--- src/rtl/switch_debouncer.sv ---
// ============================================================================
// switch_debouncer : synchronises and debounces raw board switches per bit.
// Optional sw_rise output enabled by defining SWITCH_DEBOUNCE_EDGE_EN.
// Revision: 1.0
// ============================================================================
`default_nettype none

module switch_debouncer #(
  parameter int               WIDTH         = 4,
  parameter int               SYNC_STAGES   = 2,
  parameter int               STABLE_CYCLES = 16,
  parameter logic [WIDTH-1:0] RESET_VAL     = '0
) (
  input  logic             clk,
  input  logic             n_rst,
  input  logic [WIDTH-1:0] sw_raw,
  output logic [WIDTH-1:0] switch,
  output logic             changed
`ifdef SWITCH_DEBOUNCE_EDGE_EN
  ,
  output logic [WIDTH-1:0] sw_rise
`endif
);

  localparam int               CNT_W    = (STABLE_CYCLES > 1) ? $clog2(STABLE_CYCLES) : 1;
  localparam logic [CNT_W-1:0] CNT_LAST = CNT_W'(STABLE_CYCLES - 1);
  localparam logic [CNT_W-1:0] CNT_ONE  = CNT_W'(1);

  typedef enum logic [0:0] {
    IDLE     = 1'b0,
    SETTLING = 1'b1
  } filt_state_e;

  logic [WIDTH-1:0] sync_q [SYNC_STAGES];
  logic [WIDTH-1:0] sync_s;

  filt_state_e      state_q [WIDTH];
  filt_state_e      state_d [WIDTH];
  logic [CNT_W-1:0] cnt_q   [WIDTH];
  logic [CNT_W-1:0] cnt_d   [WIDTH];
  logic [WIDTH-1:0] switch_d;
  logic             changed_d;

  // Synchroniser chain; flops clear to RESET_VAL so no spurious settle after reset.
  always_ff @(posedge clk or negedge n_rst) begin
    if (!n_rst) begin
      for (int k = 0; k < SYNC_STAGES; k++) begin
        sync_q[k] <= RESET_VAL;
      end
    end else begin
      sync_q[0] <= sw_raw;
      for (int k = 1; k < SYNC_STAGES; k++) begin
        sync_q[k] <= sync_q[k-1];
      end
    end
  end

  assign sync_s = sync_q[SYNC_STAGES-1];

  always_ff @(posedge clk or negedge n_rst) begin
    if (!n_rst) begin
      for (int i = 0; i < WIDTH; i++) begin
        state_q[i] <= IDLE;
        cnt_q[i]   <= '0;
      end
      switch  <= RESET_VAL;
      changed <= 1'b0;
    end else begin
      for (int i = 0; i < WIDTH; i++) begin
        state_q[i] <= state_d[i];
        cnt_q[i]   <= cnt_d[i];
      end
      switch  <= switch_d;
      changed <= changed_d;
    end
  end

  // Per-bit filter: a bounce back to the current output discards the count.
  always_comb begin
    switch_d = switch;
    for (int i = 0; i < WIDTH; i++) begin
      state_d[i] = state_q[i];
      cnt_d[i]   = cnt_q[i];
      case (state_q[i])
        IDLE: begin
          cnt_d[i] = '0;
          if (sync_s[i] != switch[i]) begin
            if (STABLE_CYCLES == 1) begin
              switch_d[i] = sync_s[i];
            end else begin
              state_d[i] = SETTLING;
              cnt_d[i]   = CNT_ONE;
            end
          end
        end
        SETTLING: begin
          if (sync_s[i] == switch[i]) begin
            state_d[i] = IDLE;
            cnt_d[i]   = '0;
          end else if (cnt_q[i] == CNT_LAST) begin
            switch_d[i] = sync_s[i];
            state_d[i]  = IDLE;
            cnt_d[i]    = '0;
          end else begin
            cnt_d[i] = cnt_q[i] + CNT_ONE;
          end
        end
        default: begin
          state_d[i] = IDLE;
          cnt_d[i]   = '0;
        end
      endcase
    end
    changed_d = |(switch_d ^ switch);
  end

`ifdef SWITCH_DEBOUNCE_EDGE_EN
  always_ff @(posedge clk or negedge n_rst) begin
    if (!n_rst) begin
      sw_rise <= '0;
    end else begin
      sw_rise <= switch_d & ~switch;
    end
  end
`endif

endmodule

`default_nettype wire

--- config.mk ---
export PLATFORM = sky130hd
export DESIGN_NAME = switch_debouncer
export DESIGN_NICKNAME = d
export VERILOG_FILES = /design/src/rtl/switch_debouncer.sv
export SDC_FILE = /design/constraint.sdc
export NUM_CORES = 1
export LEC_CHECK = 0
export CAP_MARGIN = 40
export CORE_ASPECT_RATIO = 1.4
export CORE_UTILIZATION = 50
export DETAILED_ROUTE_END_ITERATION = 12
export GPL_TIMING_DRIVEN = 1
export PLACE_DENSITY = 0.71
export RECOVER_POWER = 25
export SYNTH_ARGS = -nofsm -noshare
export SYNTH_HDL_FRONTEND = slang
export SYNTH_SLANG_ARGS = --single-unit
export TNS_END_PERCENT = 50
--- constraint.sdc ---
create_clock -name clk -period 1.6 [get_ports clk]
set_input_delay 0.4 -clock clk [delete_from_list [all_inputs] [get_ports clk]]
set_output_delay 0.4 -clock clk [all_outputs]
set_load 0.05 [all_outputs]
# Word-level counts from Yosys, hierarchy flattened
# Index checks and enable logic that the tools add are counted.
# word_totals
regBits,33
# op_classes
n_addsub,4
n_eq_ne,12
bitwise_logic,5
n_mux,44
reduce_logical,1
# op_table
operator,count
$mux 4,8
$pmux 4 s2,4
$mux 1,28
$add 4x1->4 const B,4
$eq 4x4->1 const B,4
$pmux 1 s2,4
$eq 1x1->1,4
$ne 1x1->1,4
$not 1->1,4
$reduce_or 4->1,1
$xor 4x4->4,1

# Logic depth before layout (Yosys ltp)
# Gate-level depths: netlist of the first run.
# depth
word_depth,6
depth_mapped,4

# Worst setup path before layout of the first run
# Ideal clock, no wire load.
# synth_path
kind,register -> register
startpoint,register switch[2]
endpoint,register changed
path_stages_with_launch,4
n_path_buf,0
arrival_time_ns,1.296
period_less_slack_ns,1.427
path_slack_ns,0.173
required_time_ns,1.469
cell_sequence,dfrtp_1 -> xor2_1 -> and2b_2 -> or3_1
# synth_via
elab_chain_len,5
elab_cells_between_ends,6
classes_between,eq/ne (1); mux (3); bitwise (1); reduce/logical (1)
# synth_lines
item,line_no,source
from (decl),17,"output logic [WIDTH-1:0] switch,"
from (signal assigned),73,switch <= switch_d;
$mux 1 / $eq 1x1->1 (equally long branches),"100, 97",
$mux 1,97,if (sync_s[i] == switch[i]) begin
$mux 1,84,case (state_q[i])
$xor 4x4->4 (*),114,changed_d = |(switch_d ^ switch);
$reduce_or 4->1 (*),114,
named net changed_d,42,logic changed_d;
to (signal assigned),74,changed <= changed_d;
to (decl),18,output logic changed
# Mark *: on every way through the listed nets, which the timed path passes. The rest lies on a longest branch.

# Worst setup path after layout of the first run
# layout_path
startpoint,register cnt_q[4] (netlist bit)
endpoint,register changed
# layout_via
elab_chain_len,6
# layout_lines
item,line_no,source
from (decl),39,logic [CNT_W-1:0] cnt_q [WIDTH];
"from (signal, indexed assignment)",71,cnt_q[i] <= cnt_d[i];
$eq 4x4->1,100,end else if (cnt_q[i] == CNT_LAST) begin
$mux 1,100,
$mux 1,97,
$mux 1,84,
$xor 4x4->4,114,
$reduce_or 4->1,114,
named net changed_d,42,
# The timed path passes the listed nets, and every way through them passes these cells.

==> metrics.yaml, run 1 <==
die:
  design.die.area_um2: 2865
  die_w_um: 45.53
  die_h_um: 62.94
  num_rows: 21
  ios: 11
  core_um2: 2444
  initial_core_util_pct: 54.28
logic_synthesis:
  yosysWarnings: 0
  synth-simple-area-share_pct: 12.92
  synth_xor_xnor_area_share_pct: 7.830
  synth_compound_area_share_pct: 8.679
  synth_fp_nets: 113
  syn-mean-instance-area_um2: 12.88
  synth.cell_area_um2: 1326
  ys_ff_latch: 33
  synth-adder-area-share_pct: 3.774
  synth_mux_area_share_pct: 3.396
  synth_top_family_by_area: "simple AND/OR/NAND/NOR gates"
  synth.distinct_cells: 22
  seq_area_frac_synth_pct: 62.26
  synthesis.instances: 103
run_status:
  status: "finished, final reports clean"
sta:
  hold_viol: 0
  fin_hold_ws_ns: 0.3515
  fin_crit_sh_pct: 89.26
  maxSlewViolCount: 0
  slew_headroom_pct: 48.84
  finalSetupViolCount: 0
  clock_skew_ns: 0.007933
  tns_ns: 0
  tightest_slew_ns: 0.7675
  fmax_mhz: 700.2
  timing.final.crit_period_ns: 1.428
  rsz0062_at_grt: "false"
route:
  wl_mm: 1.905
  drc: 0
  vias: 844
  routedWlPerCell_um: 12.21
  detail_route.iter0.violations: 14
  dr.pass1.iters: 4
  ant_nets: 0
  vias_per_cell: 5.410
critical_path:
  rr_endpoint: "changed"
  critPathKind: "flip-flop to flip-flop"
  regToRegSetupSlack_ns: 0.17
  end_kind: "flip-flop"
  cp-endpoint: "changed"
  r2r-start: "cnt_q[4]"
  r2r_cells: 4
  startpoint_type: "flip-flop"
  critPathLaunch: "cnt_q[4]"
  critPathArrivalTime_ns: 1.64
  cp.required_ns: 1.81
  critical_path.max_fanout: 4
final_layout:
  utilization_pct: 64.36
  final_common_cell: "dfrtp_1"
  final-instance-count-excl-fill: 156
  fin_area_um2: 1573
  nets: 131
  drive_gt1_share_pct: 15.57
  area_growth_pct: 18.59
  num_antenna_cells: 0
  final_cell_mix: "dfrtp_1, a21oi_1, xnor2_1"
grt:
  antenna_found_initial: 0
  grt_first_pass_wirelength_mm: 3.456
  grt_overflow: 0
  grtUsageTotal_pct: 17.03
  grt_max_degree: 34
  grt_pass1_vias: 838
cts:
  postCtsSetupRepairBufs: 0
  cts.reportedPaths.clkPinSlew_ns: 0.10
  cts_tree: "built"
  cts_buffers: 5
  cts-resized-gates: 0
  cts-root-buf: "clkbuf_4"
  cts_max_level: 2
  hold_buffers: 0
  cts_buffer_depth: 2
  clock-sinks: 33
  clock_latency_ns: 0.32
placement:
  dp_hpwl_mm: 1.357
  portBuffers: 10
  place.gp.congestion: 0.6784
  dpl-instance-area_um2: 1539
  dp_cells: 148
power_and_ir_drop:
  powerDensity_nw_per_um2: 882.6
  vdd_drop_max_v: 0.0006185
  p_leak_nw: 0.7162
hold_path:
  hold_path_class: "flip-flop to flip-flop"
run:
  maxCapViolations: 0
## sequential cells by signal, indices dropped and copies added, names as in the netlist
signal,count
switch,4
state_q,4
sync_q,4
sync_s,4
cnt_q,16
changed,1
## per-stage QoR
stage	power, W	setup slack [ns]
3_5_place_dp	0.0009870	0.1724
4_1_cts	0.001418	0.1578
5_1_grt	0.001458	0.08971
3_3_place_gp	0.0009834	0.2154
2_1_floorplan	0.0009403	0.1726
6_report	0.001388	0.1718
## cell type report
cell class | count | area, um2
flip-flops and latches | 33 | 825.8
multi-input cells | 66 | 485.5
inverters | 4 | 15.01
fillers | 200 | 870.8
well taps | 34 | 42.54
clock buffers | 8 | 48.80
repair buffers | 11 | 155.1
## logic make-up (layout without fill, tap and decap cells)
group | after synthesis | count (layout)
AO/OA/AOI/OAI | 20 | 20
XOR/XNOR | 11 | 11
flip-flops | 33 | 33
adder cells (fa/ha/maj) | 4 | 4
buffers and inverters | 4 | 23
AND/OR/NAND/NOR | 27 | 27
multiplexers | 4 | 4
## cell usage after synthesis
| cell type | number | share of area, % |
|---|---|---|
| a21boi_1 | 1 | 0.57 |
| a21oi_1 | 11 | 4.2 |
| a31o_2 | 3 | 2.0 |
| and2_1 | 4 | 1.9 |
| and2b_2 | 1 | 0.66 |
| and3_1 | 4 | 1.9 |
| dfrtp_1 | 33 | 62 |
| ha_1 | 4 | 3.8 |
| inv_1 | 4 | 1.1 |
| mux2_1 | 3 | 2.5 |
| mux2_2 | 1 | 0.85 |
| nand2_1 | 4 | 1.1 |
| nand4_1 | 2 | 0.94 |
| nand4_2 | 2 | 1.9 |
| nand4b_1 | 4 | 2.6 |
| nor2_1 | 5 | 1.4 |
| o21ai_0 | 4 | 1.5 |
| o22ai_1 | 1 | 0.47 |
| or3_1 | 1 | 0.47 |
| xnor2_1 | 6 | 4.0 |
| xnor2_2 | 1 | 1.2 |
| xor2_1 | 4 | 2.6 |
## how the worst min path moves through the flow
stage	start	end	slack, ns	cells past startpoint
6_report	sync_q[5]	sync_s[1]	0.35	0
3_3_place_gp	sync_q[7]	sync_s[3]	0.34	0
4_1_cts	sync_q[6]	sync_s[2]	0.36	0
5_1_grt	sync_q[6]	sync_s[2]	0.36	0
2_1_floorplan	n_rst	changed	0.10	0
3_5_place_dp	sync_q[4]	sync_s[0]	0.34	0
## power by group
part | switching [W] | internal, W | total [W]
Sequential | 0.0000251 | 0.000862 | 0.000887
Clock | 0.000252 | 0.000175 | 0.000427
Combinational | 0.0000379 | 0.0000356 | 0.0000736
## routing by layer
metal,vias to the layer above,GRT usage [%],part of all wire (%)
li1,400,-,-
met1,414,22.18,46
met2,22,24.29,47
met3,8,5.202,3.9
met4,0,10.23,3.0
met5,-,0,0
## critical path, cell delays in order, from the launching register on
cell,delay (ns)
dfrtp_1,0.42
ha_1,0.25
nand4_1,0.14
and2b_2,0.22
or3_1,0.29
Power figures use the tool's default switching activity.
==> inputs of run 2 (changes only) <==
--- a/config.mk
+++ b/config.mk
@@ -8,10 +8,12 @@
 export CAP_MARGIN = 40
 export CORE_ASPECT_RATIO = 1.4
 export CORE_UTILIZATION = 50
+export CTS_CLUSTER_SIZE = 16
 export DETAILED_ROUTE_END_ITERATION = 12
 export GPL_TIMING_DRIVEN = 1
 export PLACE_DENSITY = 0.71
 export RECOVER_POWER = 25
+export SKIP_LAST_GASP = 1
 export SYNTH_ARGS = -nofsm -noshare
 export SYNTH_HDL_FRONTEND = slang
 export SYNTH_SLANG_ARGS = --single-unit
==> results of run 2 <==
No change in the layout: final DEF, timing and power equal those of run 1.
==> inputs of run 3 (changes only) <==
--- a/config.mk
+++ b/config.mk
@@ -17,4 +17,4 @@
 export SYNTH_ARGS = -nofsm -noshare
 export SYNTH_HDL_FRONTEND = slang
 export SYNTH_SLANG_ARGS = --single-unit
-export TNS_END_PERCENT = 50
+export TNS_END_PERCENT = 30
==> results of run 3 <==
No change in the layout: final DEF, timing and power equal those of run 1.
